[config.mk]
export PLATFORM = sky130hd
export DESIGN_NAME = lms_tdm
export DESIGN_NICKNAME = d
export VERILOG_FILES = /design/src/rtl/lms_tdm.sv
export SDC_FILE = /design/constraint.sdc
export NUM_CORES = 1
export LEC_CHECK = 0
export ABC_CLOCK_PERIOD_IN_PS = 11200
export BUFFER_PORTS_ARGS = -buffer_cell sky130_fd_sc_hd__buf_2
export CAP_MARGIN = 20
export CORE_ASPECT_RATIO = 2
export CORE_MARGIN = 2
export CORE_UTILIZATION = 40
export DETAILED_ROUTE_END_ITERATION = 10
export MAX_ROUTING_LAYER = met4
export SLEW_MARGIN = 20
export SYNTH_ARGS = -nofsm -noshare
export SYNTH_HDL_FRONTEND = slang
export SYNTH_SLANG_ARGS = --single-unit
[constraint.sdc]
create_clock -name i_clk -period 11.2 [get_ports i_clk]
set_clock_uncertainty 0.2 [all_clocks]
set_input_delay 2.24 -clock i_clk [delete_from_list [all_inputs] [get_ports i_clk]]
set_output_delay 2.24 -clock i_clk [all_outputs]
set_load 0.02 [all_outputs]
[src/rtl/lms_tdm.sv]
// Time-multiplexed LMS coefficient updater: one shared MAC writes one tap per cycle, N_COEF+1 cycles per sample.
// Not flow-controlled: i_valid while busy is dropped and flagged on o_overrun; o_coefs is combinational from the tap registers.
module lms_tdm #(
    parameter int DATA_BW    = 11,
    parameter int DATA_FBW   = 7,
    parameter int ERR_BW     = 8,
    parameter int ACC_BW     = 25,
    parameter int COEF_BW    = 9,
    parameter int COEF_FBW   = 7,
    parameter int N_COEF     = 7,
    parameter int CENTER     = 3,
    parameter int LEAK_SHIFT = 0
) (
    input  logic                        i_clk,
    input  logic                        i_rst,
    input  logic                        i_valid,
    input  logic [DATA_BW-1:0]          i_data,
    input  logic [ERR_BW-1:0]           i_error,
    input  logic [ERR_BW-1:0]           i_mu,
    input  logic                        i_freeze,
    input  logic                        i_clr,
    output logic [COEF_BW*N_COEF-1:0]   o_coefs,
    output logic                        o_busy,
    output logic                        o_done,
    output logic                        o_overrun
);

    localparam int ACC_FBW = 2*(ERR_BW-1) + DATA_FBW;
    localparam int PW      = 2*ERR_BW;
    localparam int MW      = PW + DATA_BW;
    localparam int SW      = ((ACC_BW > MW) ? ACC_BW : MW) + 2;
    localparam int LO      = ACC_FBW - COEF_FBW;
    localparam int HI      = LO + COEF_BW - 1;
    localparam int KW      = (N_COEF > 1) ? $clog2(N_COEF) : 1;

    localparam logic [KW-1:0]      K_LAST    = KW'(N_COEF-1);
    localparam logic [ACC_BW-1:0]  C_ONE     = ACC_BW'(1) << ACC_FBW;
    localparam logic [ACC_BW-1:0]  ACC_MAX   = {1'b0, {(ACC_BW-1){1'b1}}};
    localparam logic [ACC_BW-1:0]  ACC_MIN   = {1'b1, {(ACC_BW-1){1'b0}}};
    localparam logic [COEF_BW-1:0] COEF_MAX  = {1'b0, {(COEF_BW-1){1'b1}}};
    localparam logic [COEF_BW-1:0] COEF_MIN  = {1'b1, {(COEF_BW-1){1'b0}}};

    typedef enum logic {S_IDLE, S_UPD} state_t;

    state_t                     state_q, state_d;
    logic signed [DATA_BW-1:0]  dl_q [N_COEF];
    logic signed [ACC_BW-1:0]   c_q  [N_COEF];
    logic signed [PW-1:0]       p_q;
    logic [KW-1:0]              k_q;
    logic                       done_q;
    logic                       ovr_q;

    logic signed [ACC_BW-1:0]   c_cur;
    logic signed [ACC_BW-1:0]   leak;
    logic signed [ACC_BW-1:0]   c_nxt;
    logic signed [MW-1:0]       corr;
    logic [SW-1:0]              sum;

    // Shared MAC: p carries 2*(ERR_BW-1) fraction bits, so p*dl already lands on ACC_FBW.
    always_comb begin
        c_cur = c_q[k_q];
        corr  = p_q * dl_q[k_q];
        leak  = (LEAK_SHIFT > 0) ? (c_cur >>> LEAK_SHIFT) : '0;
        sum   = {{(SW-ACC_BW){c_cur[ACC_BW-1]}}, c_cur}
              - {{(SW-ACC_BW){leak[ACC_BW-1]}}, leak}
              + {{(SW-MW){corr[MW-1]}}, corr};
        if ((&sum[SW-1:ACC_BW-1]) || (~|sum[SW-1:ACC_BW-1]))
            c_nxt = sum[ACC_BW-1:0];
        else
            c_nxt = sum[SW-1] ? ACC_MIN : ACC_MAX;
    end

    always_comb begin
        state_d = state_q;
        case (state_q)
            S_IDLE: if (i_valid && !i_freeze) state_d = S_UPD;
            S_UPD:  if (k_q == K_LAST) state_d = S_IDLE;
            default: state_d = S_IDLE;
        endcase
        if (i_clr)
            state_d = S_IDLE;
    end

    always_ff @(posedge i_clk or posedge i_rst) begin
        if (i_rst) begin
            state_q <= S_IDLE;
            k_q     <= '0;
            p_q     <= '0;
            done_q  <= 1'b0;
            ovr_q   <= 1'b0;
            for (int i = 0; i < N_COEF; i++) begin
                dl_q[i] <= '0;
                c_q[i]  <= (i == CENTER) ? C_ONE : '0;
            end
        end else begin
            state_q <= state_d;
            done_q  <= 1'b0;
            ovr_q   <= 1'b0;
            if (i_clr) begin
                k_q <= '0;
                for (int i = 0; i < N_COEF; i++) begin
                    dl_q[i] <= '0;
                    c_q[i]  <= (i == CENTER) ? C_ONE : '0;
                end
            end else if (state_q == S_IDLE) begin
                if (i_valid) begin
                    for (int i = N_COEF-1; i > 0; i--)
                        dl_q[i] <= dl_q[i-1];
                    dl_q[0] <= $signed(i_data);
                    if (!i_freeze) begin
                        p_q <= $signed(i_error) * $signed(i_mu);
                        k_q <= '0;
                    end
                end
            end else begin
                c_q[k_q] <= c_nxt;
                k_q      <= k_q + KW'(1);
                if (k_q == K_LAST)
                    done_q <= 1'b1;
                if (i_valid)
                    ovr_q <= 1'b1;
            end
        end
    end

    // Floor-truncate each tap to the output format, clamping when the dropped MSBs carry magnitude.
    always_comb begin
        o_coefs = '0;
        for (int k = 0; k < N_COEF; k++) begin
            if ((&c_q[k][ACC_BW-1:HI]) || (~|c_q[k][ACC_BW-1:HI]))
                o_coefs[COEF_BW*k +: COEF_BW] = c_q[k][HI:LO];
            else
                o_coefs[COEF_BW*k +: COEF_BW] = c_q[k][ACC_BW-1] ? COEF_MIN : COEF_MAX;
        end
    end

    assign o_busy    = (state_q == S_UPD);
    assign o_done    = done_q;
    assign o_overrun = ovr_q;

endmodule

==> reports/qor.txt <==
status: finished clean
number of post-CTS setup repair buffers: 0
Synth async-reset ratio: 1.00
FF-to-FF Start: k_q[1]
CTS H-tree lvls: 1
Syn Nets: 2909
final worst-path cycle share: 0.849
Core Area: 58000 sq um
DR vias/cell: 5.78
routed wl met2: 41200 um
root cell of the clock tree: clkbuf_16
peak supply drop: 0.219 mV
total gr overflow: 0
CTS Buf Count: 27
Critical Path Start: k_q[1]
WP data arrival: 9.70 ns
Longest Clk Path Bufs: 3
Mean Syn Cell Area: 9.26 sq um
Synth cell types: 72
total leakage power: 12.2 nW
reg-to-reg slack, setup: 1.70 ns
num rows: 125
DR top layer: met4
Commonest cells post-synth: 379 x nand2_1, 340 x inv_1, 273 x dfrtp_1
PortBufs: 97
largest net degree at the start of global routing: 173
# placed instances: 3286
# IOs: 98
Post-DRT Antenna Nets: 0
CP top delay family: adder cells
share of cells above drive strength 1: 0.101
Tightest Hold Check Type: flop to flop
Critical Path Sink Type: flop
Slew @ Worst Pin: 1.20 ns
WP depth: 24
Final Max Tran Viols: 0
R2R cell count: 24
first-pass GRT wire length: 120000 um
Ys Warns: 0
DRC viols: 0
EDFF count, synth: 0
Synth Instances: 2531
number of hold-repair buffers added at the cts stage: 0
maximum clock frequency: 105 MHz
initial DRC count: 1700
leading cell type by number of instances after synthesis: nand2_1
WP buf/inv: 5
post-synth top area cell: dfrtp_1
Hold Vio Cnt, Final: 0
Slowest-stage cell, CP: nand3_1
Die X: 175 um
Die Ht: 346 um
Avg WL per Cell: 23.3 um
CP max FO: 21
Clock transition at path regs: 0.07 ns
Worst R2R End: c_q[173]
Vias: 19272
Area Growth Syn to Fin: 9.50%
max cap viols: 0
antenna cell count: 0
Syn Std Cell Area: 23400 sq um
CTS tree: done
Skew-Pair Late Insertion Delay: 0.59 ns
number of global-route vias before repair: 20151
net count reported at finish: 2933
Pwr Total: 6.52 mW
initial cell density of the core: 0.404
Synth top area share: 0.291
Crit path top cell by count: fa_1
drt pass-1 iters: 7
gr usage total: 0.265
#FFs+latches synth: 274
Post-CTS Resized: 0
# setup viols final: 0
Power per Cell Area: 254 nW/um^2
Worst setup endpoint: c_q[173]
Synth area leaders: dfrtp_1 29%, fa_1 21%, a221o_1 7.3%
Most used DFF post-synth: dfrtp_1
total wire length: 77700 um
Required @ worst endpoint: 11.39 ns
initial antenna violation count: 1
Final GP Congestion: 0.950
TNS Setup: 0 ns
Worst setup SP type: flop
Final min period: 9.50 ns
sequential-to-total area share from yosys stat: 0.293
die outline area: 60700 sq um
wire length on met3: 3880 um
RSZ-0062 raised after global routing: false
cells along the critical path: inv_1, nand2_1, nor2_2, buf_4, a22oi_1, nand3_1, nand2_1, fa_1, inv_1, fa_1, fa_1, fa_1, inv_1, fa_1, inv_1, ha_1, o21ai_0, nor2b_1, o21ai_0, o211a_1, a41oi_1, nand2_1, nand2b_1, a311oi_1
non-filler cells, final: 3337
Largest stage delay, worst path: 0.79 ns
DP HPWL: 58400 um
Worst Path Class, Setup: flop to flop
clock sinks: 274
Post-Route M1 WL: 27800 um
Slew Limit Headroom: 0.200
[layer usage]
layer | up-vias | track usage
li1 | 8506 | -
met1 | 9848 | 0.289
met2 | 697 | 0.466
met3 | 221 | 0.0281
met4 | 0 | 0.148
met5 | - | -
[area by class of cell]
cell class | instances | area [sq um]
Fill cell | 5599 | 32400
Multi-Input combinational cell | 1755 | 14700
Sequential cell | 274 | 6860
Inverter | 341 | 1290
Timing Repair Buffer | 156 | 971
Tap cell | 762 | 953
Clock buffer | 33 | 748
Clock inverter | 16 | 195
[placed cells by master, fill, tap and decap left out, types with 14 or more instances in the layout]
cell type and n:
ha_1 99, a22oi_1 17, a221o_1 170, nor2_1 222, fa_1 247, o221ai_1 14
dfrtp_1 271, mux2i_1 31, mux2_2 15, a21oi_1 152, nand3_1 16, clkbuf_16 27
buf_4 57, nor2b_1 20, o21ai_0 58, buf_2 96, nand2b_1 15, xnor2_1 26
a21o_1 19, and2_1 78, inv_1 339, nand2_1 379
[kinds of logic after synthesis]
kind of cell / count (synthesis) / share of synthesized area
AO/OA/AOI/OAI: 552 / 0.180
AND/OR/NAND/NOR: 772 / 0.142
multiplexers: 50 / 0.0243
flip-flops: 274 / 0.293
XOR/XNOR: 35 / 0.0131
buffers and inverters: 502 / 0.0852
adder cells (fa/ha/maj): 346 / 0.264
[sequential cells by signal, summed over array words and instances, names as in the netlist]
signal / flops
o_busy: 1
k_q: 3
dl_q: 77
c_q: 175
p_q: 16
o_done: 1
o_overrun: 1
[through the flow]
step	hold slack [ns]	setup WS [ns]	instance area [sq um]	util
after CTS	0.318	1.85	25600	0.442
after detailed placement	0.295	1.89	24700	0.425
final	0.312	1.70	25700	0.442
after global placement	0.291	1.92	24700	0.425
after floorplan	0.274	1.21	23400	-
after global routing	0.329	1.38	25700	0.442
[worst min path at each step]
stage	slack, ns	from	cells after the start	end
floorplan	0.27	c_q[52]	1	c_q[52]
global placement	0.29	c_q[12]	1	c_q[12]
detailed placement	0.30	c_q[25]	1	c_q[25]
CTS	0.32	c_q[112]	1	c_q[112]
global route	0.33	c_q[27]	1	c_q[27]
finish	0.31	c_q[1]	1	c_q[1]
[power by group]
group	switching, mW	internal, mW
Clock	0.454	0.552
Combinational	2.87	1.41
Sequential	0.167	1.06
Note: power is estimated with default switching activity, not from simulation.
